$ cat config.mk
export PLATFORM = sky130hd
export DESIGN_NAME = mode_counter_ctrl
export DESIGN_NICKNAME = d
export VERILOG_FILES = /design/src/rtl/mode_counter_ctrl.sv
export SDC_FILE = /design/constraint.sdc
export NUM_CORES = 1
export LEC_CHECK = 0
export ABC_AREA = 1
export CAP_MARGIN = 20
export CORE_ASPECT_RATIO = 2
export CORE_MARGIN = 2
export CORE_UTILIZATION = 45
export CTS_BUF_LIST = sky130_fd_sc_hd__clkbuf_2
export CTS_CLUSTER_SIZE = 25
export DETAILED_ROUTE_END_ITERATION = 16
export PLACE_DENSITY = 0.7
export SETUP_SLACK_MARGIN = 0.2
export SYNTH_ARGS = -nofsm -noshare
export SYNTH_HDL_FRONTEND = slang
export SYNTH_SLANG_ARGS = --single-unit
$ cat constraint.sdc
create_clock -name clk -period 4.9 [get_ports clk]
set_input_delay 0.49 -clock clk [delete_from_list [all_inputs] [get_ports clk]]
set_output_delay 0.49 -clock clk [all_outputs]
set_load 0.005 [all_outputs]
$ cat src/rtl/mode_counter_ctrl.sv
// mode_counter_ctrl
// Front-panel mode controller. It steps a counter up or down at a programmable
// tick rate, or passes the slide switches through to the 7-segment data bus.
// The raw buttons are synchronised and edge-detected before they act.
// When events coincide in one cycle, the mode edge acts first, then clear,
// then the count step.

module mode_counter_ctrl #(
  parameter int TICK_DIV  = 1_000_000,
  parameter int MAX_COUNT = 9999,
  parameter int CNT_W     = 14,
  parameter int SW_W      = 8
) (
  input  logic              clk,
  input  logic              reset,
  input  logic [2:0]        btn,
  input  logic [SW_W-1:0]   sw,
  output logic [15:0]       led,
  output logic [CNT_W-1:0]  seg_data,
  output logic              tick,
  output logic              running
);

  localparam int PRE_W = (TICK_DIV > 2) ? $clog2(TICK_DIV) : 1;

  localparam logic [1:0] MODE_IDLE = 2'b00;
  localparam logic [1:0] MODE_UP   = 2'b01;
  localparam logic [1:0] MODE_DOWN = 2'b10;
  localparam logic [1:0] MODE_SW   = 2'b11;

  localparam logic [PRE_W-1:0] PRE_LAST = PRE_W'(TICK_DIV - 1);
  localparam logic [CNT_W-1:0] CNT_MAX  = CNT_W'(MAX_COUNT);

  // Button conditioning: two-flop synchroniser followed by a rising-edge detector
  logic [2:0] sync1_reg;
  logic [2:0] sync2_reg;
  logic [2:0] prev_reg;
  logic [2:0] btn_edge;

  logic       mode_edge;
  logic       run_edge;
  logic       clr_edge;

  // Architectural state
  logic [1:0]       mode_reg,    mode_next;
  logic [CNT_W-1:0] count_reg,   count_next;
  logic [PRE_W-1:0] presc_reg,   presc_next;
  logic             running_reg, running_next;
  logic             tick_reg,    tick_next;

  // Next-state helpers
  logic             active;
  logic             terminal;
  logic [PRE_W-1:0] presc_inc;
  logic [CNT_W-1:0] count_up;
  logic [CNT_W-1:0] count_dn;
  logic [CNT_W-1:0] start_val;

  // Synchronise the asynchronous buttons and remember the last synchronised level
  always_ff @(posedge clk or posedge reset) begin
    if (reset) begin
      sync1_reg <= 3'b000;
      sync2_reg <= 3'b000;
      prev_reg  <= 3'b000;
    end else begin
      sync1_reg <= btn;
      sync2_reg <= sync1_reg;
      prev_reg  <= sync2_reg;
    end
  end

  assign btn_edge  = sync2_reg & ~prev_reg;
  assign mode_edge = btn_edge[0];
  assign run_edge  = btn_edge[1];
  assign clr_edge  = btn_edge[2];

  // State register: mode, count, prescaler, run flag and the step marker
  always_ff @(posedge clk or posedge reset) begin
    if (reset) begin
      mode_reg    <= MODE_IDLE;
      count_reg   <= '0;
      presc_reg   <= '0;
      running_reg <= 1'b1;
      tick_reg    <= 1'b0;
    end else begin
      mode_reg    <= mode_next;
      count_reg   <= count_next;
      presc_reg   <= presc_next;
      running_reg <= running_next;
      tick_reg    <= tick_next;
    end
  end

  // Next-state logic: mode sequencing, then clear, then the prescaled count step
  always_comb begin
    mode_next    = mode_reg;
    count_next   = count_reg;
    presc_next   = presc_reg;
    running_next = running_reg ^ run_edge;
    tick_next    = 1'b0;

    if (mode_edge) begin
      case (mode_reg)
        MODE_IDLE: mode_next = MODE_UP;
        MODE_UP:   mode_next = MODE_DOWN;
        MODE_DOWN: mode_next = MODE_SW;
        default:   mode_next = MODE_UP;
      endcase
    end

    active    = running_reg && ((mode_reg == MODE_UP) || (mode_reg == MODE_DOWN));
    terminal  = active && (presc_reg == PRE_LAST);
    presc_inc = terminal ? '0 : presc_reg + 1'b1;
    count_up  = (count_reg == CNT_MAX) ? '0 : count_reg + 1'b1;
    count_dn  = (count_reg == '0) ? CNT_MAX : count_reg - 1'b1;
    start_val = (mode_next == MODE_DOWN) ? CNT_MAX : '0;

    if ((mode_next == MODE_IDLE) || (mode_next == MODE_SW)) begin
      // Non-counting modes keep the datapath parked at zero
      count_next = '0;
      presc_next = '0;
    end else if (clr_edge) begin
      // Clear takes the start value of the mode being entered this cycle
      count_next = start_val;
      presc_next = '0;
    end else if (mode_edge && (mode_reg != MODE_UP)) begin
      // Fresh entry into UP from IDLE or SW_READ
      count_next = '0;
      presc_next = '0;
    end else if (active) begin
      // The prescaler keeps its phase across UP->DOWN. A step that coincides
      // with the mode edge is dropped because the mode edge has priority.
      presc_next = presc_inc;
      if (terminal && !mode_edge) begin
        tick_next  = 1'b1;
        count_next = (mode_reg == MODE_UP) ? count_up : count_dn;
      end
    end
  end

  // Output logic: register-driven status plus the switch/count display mux
  always_comb begin
    led     = {mode_reg, 14'(count_reg)};
    running = running_reg;
    tick    = tick_reg;
    case (mode_reg)
      MODE_UP, MODE_DOWN: seg_data = count_reg;
      MODE_SW:            seg_data = CNT_W'(sw);
      default:            seg_data = '0;
    endcase
  end

endmodule

Word level (Yosys, flattened, before mapping)

Index checks and enable logic that the tools add are counted.
W data, S select, Z words.

Register bits after elaboration: 47
Input port bits: 13
Output and inout bits: 32
Logic and storage cells: 57

$add $sub $neg: 3
Equal/unequal tests: 8
Mux-type cells: 22
Bitwise operators: 3
Reductions and logical operators: 13

Operator list:

| cell                    | count |
|---|---|
| $mux W14                | 9 |
| $mux W20                | 5 |
| $pmux W14 S2            | 1 |
| $add A20 B1 Y20 const B | 1 |
| $eq A20 B20 Y1 const B  | 1 |
| $add A14 B1 Y14 const B | 1 |
| $eq A14 B14 Y1 const B  | 1 |
| $logic_not A14 Y1       | 1 |
| $sub A14 B1 Y14 const B | 1 |
| $eq A2 B2 Y1 const B    | 4 |
| $reduce_bool A4 Y1      | 2 |
| $mux W1                 | 5 |
| $logic_and A1 B1 Y1     | 4 |
| $pmux W2 S2             | 1 |
| $and A3 B3 Y3           | 1 |
| $not A3 Y3              | 1 |
| $eq A2 B1 Y1 const B    | 1 |
| $logic_not A2 Y1        | 1 |
| $logic_or A1 B1 Y1      | 2 |
| $mux W2                 | 1 |
| $ne A2 B1 Y1 const B    | 1 |
| $reduce_and A2 Y1       | 1 |
| $reduce_or A2 Y1        | 1 |
| $logic_not A1 Y1        | 1 |
| $xor A1 B1 Y1           | 1 |

Logic depth before layout (Yosys ltp)

Depth after elaboration: 10
Gate-level depth with buffers: 17
Depth with buffers taken out: 16

Worst setup path before layout

No wires, ideal clock.

Path kind: register -> register
Start point: register mode_reg[0]
End point: register presc_reg[7]
Library setup time: 118 ps
Arrival time: 2,341 ps
Required time: 4,782 ps
Path slack: 2,441 ps
Cell stages (with the launch flop): 16
Path buffers: 3
Clock period less this slack: 2,459 ps
Cell sequence: dfrtp_1 inv_1 ha_1 buf_4 clkbuf_1 nand2_1 o21ai_0 ha_1 inv_1 nand2_2 nor2_8 nand2_2 buf_6 nand4_1 xor2_1 nor2_1

Elaborated cells between the ends (all ways): 18
Classes of those cells: eq/ne (4); mux (7); reduce/logical (7)

RTL lines:

| element                                                         | RTL line | RTL |
|---|---|---|
| from (decl)                                                     | 45       | `logic [1:0] mode_reg, mode_next;` |
| from (signal assigned)                                          | 86       | `mode_reg <= mode_next;` |
| $eq A2 B2 Y1 / $eq A2 B1 Y1 (equally long branches)             | 103      | `case (mode_reg)` |
| $pmux W2 S2 (*)                                                 | 103      |  |
| $mux W2 (*)                                                     | 102      | `if (mode_edge) begin` |
| via mode_next[1]                                                | 45       |  |
| $eq A2 B2 Y1 / $logic_not A2 Y1 (equally long branches)         | 118      | `if ((mode_next == MODE_IDLE) \|\| (mode_next == MODE_SW)) begin` |
| $logic_or A1 B1 Y1 (*)                                          | 118      |  |
| $reduce_bool A4 Y1 (no line) / $mux W20 (equally long branches) | --       |  |
| to (signal assigned)                                            | 88       | `presc_reg <= presc_next;` |
| to (decl)                                                       | 47       | `logic [PRE_W-1:0] presc_reg, presc_next;` |

Mark *: on every way through the listed nets, which the timed path passes. The rest lies on a longest branch. The select of a mux whose other input is x is not followed.
A chain may end at the register's enable or synchronous reset.

Worst setup path in the final report

Start point: register mode_reg[0]
End point: output port seg_data[1]

Word-level cells in the longest chain between the ends: 3
Elaborated cells between the ends (all ways): 5
Classes of those cells: eq/ne (3); mux (1); reduce/logical (1)

Ends and longest elaborated chain:

| element                                             | RTL line | RTL |
|---|---|---|
| $eq A2 B1 Y1 / $eq A2 B2 Y1 (equally long branches) | 146      | `case (mode_reg)` |
| $reduce_or A2 Y1                                    | 146      |  |
| $pmux W14 S2 (*)                                    | 146      |  |
| to (decl)                                           | 19       | `output logic [CNT_W-1:0] seg_data,` |

Mark *: on every way between the ends. The rest lies on a longest branch, timed or not.

==> metrics.txt <==
Final Total Pwr=1.68 mW; All-Layer GR Usage=0.244; Clk pin slew, worst setup/hold paths=0.24 ns; vias=3,357; clk buf depth=2; Crit. End Element=primary output; Final Setup Violations=0; worst min path class=in -> async; die height=126 µm; max reg flops=20; Post-Syn Instances=485; TNS Setup=0 ns; first-pass GRT wire length=15,400 µm; Yosys cell types=39; Worst VDD drop=0.263 mV; fraction of layout cells with a size suffix above 1=0.0841; most frequent cell after synthesis=nand2_1; PortBufs=44; drt first-iter violations=212; clk root buf=clkbuf_2; post-DR wirelength/cell=15.5 µm; largest net degree at the start of global routing=48; drt drc=0; CP arrival=2.49 ns; f_max=335 MHz; vias in the first global route=3,340; vias per cell=5.45; CP required=4.41 ns; worst slew pin tran=0.589 ns; syn_nets=505; kind of critical path=reg -> out; Mapped Area=3320 µm²; Die ar.=8130 µm²; Area Growth Syn to Fin=16.7%; placer congestion estimate=1.01; area share of the largest cell type after synthesis=0.346; minimum clock period=2.98 ns; Syn. warnings=0; Max Slew Vio Count=0; PD cells=432 nW/µm²; reg-to-reg slack, setup=2.00 ns; top_reg_cell synth=dfrtp_1; drt first pass iters=4; commonest cells in the netlist=nand2_1 (153), inv_1 (53), dfrtp_1 (46); Max-Cap Viols=0; final hold violations=0; routed wire length=9560 µm; CP max-delay cell=ha_1; synthesized area per cell=6.85 µm²; # hold bufs at CTS=0; LEAKAGE=1.84 nW; PostCTS Resize Cnt=0; Nets=542; Clock Sinks=47; sequential share of the synthesized area=0.354; RSZ-0062 raised after global routing=false; crit-path cells=inv_1 > ha_1 > nand2_1 > a21oi_1 > clkdlybuf4s50_1; Routed Antenna Nets=0; detailed placer's ending HPWL=7300 µm; worst skew pair latency=0.45 ns; fraction of registers with async set/reset=1.00; Initial Util=0.461; Core ar.=7210 µm²; antenna violations before repair=1; area leader, netlist=dfrtp_1; relative slew slack=0.608; Die W=64.8 µm; site row count=44; io pins=45; CTS buffer count=5; crit-path max cell delay=0.67 ns; outcome=completed; Setup Skew=0.0187 ns; Post-synth EDFFs=0; fillcell total=725; CP Max Fanout=16; main area contributors after synthesis=dfrtp_1 (35%), nand2_1 (17%), inv_1 (6.0%); setup bufs post-CTS=0; fin crit share=0.609; R2R cell count=14; grt total ovfl=0; Setup crit start kind=flip-flop; # H-tree levels=2; CTS tree=done; Synth Register Bits=47
layout make-up:
type,instances,area [µm²],share of cell area
inverter,56,210,0.0542
tap,92,115,0.0297
multi-input combinational,367,1850,0.477
clock buffer,5,25.0,0.00645
timing repair buffer,45,460,0.119
sequential,47,1180,0.304
clock inverter,3,38.8,0.0100
antenna,1,2.50,0.000645
final timing paths:
path,start,endpoint
max in group asynchronous,reset,count_reg[10]
worst max register to register,mode_reg[0],presc_reg[12]
min in group clk,sync1_reg[0],sync2_reg[0]
worst min register to register,sync1_reg[0],sync2_reg[0]
worst min-delay path,reset,count_reg[6]
worst max-delay path,mode_reg[0],seg_data[1]
where the power goes:
| part | total [mW] | switching [mW] | internal, mW | leakage, nW |
|---|---|---|---|---|
| clock | 0.212 | 0.129 | 0.0837 | 0.0404 |
| combinational | 0.942 | 0.593 | 0.349 | 1.18 |
| sequential | 0.523 | 0.0879 | 0.435 | 0.621 |
per-layer routing:
layer,up-vias,routed length (µm),track usage
met5,-,0,0
met4,0,765,0.189
met3,51,314,0.0261
met2,103,5290,0.454
met1,1579,3180,0.230
li1,1624,-,-
cells in the final DEF (no fill, tap or decap), types with 2 or more instances in the layout:
cell type        count
a21oi_1             17
clkbuf_2             5
clkdlybuf4s50_1     44
dfrtp_1             46
ha_1                 7
inv_1               52
inv_2                4
nand2_1            153
nand2_2             10
nand2_4              2
nand3_1             37
nand3_2              2
nand3b_1             2
nand4_1             15
nor2_1              45
nor2_2               7
nor2_4               4
nor3_1              15
nor3_2               2
nor4_1               3
o21ai_0             19
o22ai_1              2
xnor2_1              3
xor2_1              11
stage by stage:
stage | setup slack, ns | std cells | util | area (µm²) | hold slack (ns)
3_3_place_gp | 2.19 | 606 | 0.526 | 3790 | 0.334
2_1_floorplan | 2.44 | 485 | - | 3320 | 0.331
3_5_place_dp | 2.08 | 606 | 0.526 | 3790 | 0.338
5_1_grt | 1.75 | 616 | 0.538 | 3880 | 0.197
4_1_cts | 1.90 | 614 | 0.535 | 3860 | 0.387
6_report | 1.92 | 616 | 0.538 | 3880 | 0.192
worst max-delay path, delay by kind of cell (launching register included):
family	cells	cell delay (ns)
buffers and inverters	2	0.61
and+or+nand+nor	1	0.12
adders and majority gates	1	0.67
AOI/OAI and AO/OA	1	0.18
DFF	1	0.47
cells by family after synthesis:
family	Yosys count	share of synthesized area
AND/OR/NAND/NOR	302	0.420
buffers and inverters	71	0.0896
flip-flops	47	0.354
AO/OA/AOI/OAI	44	0.0730
XOR/XNOR	14	0.0369
adder cells (fa/ha/maj)	7	0.0263
(Power assumes the default switching activity.)
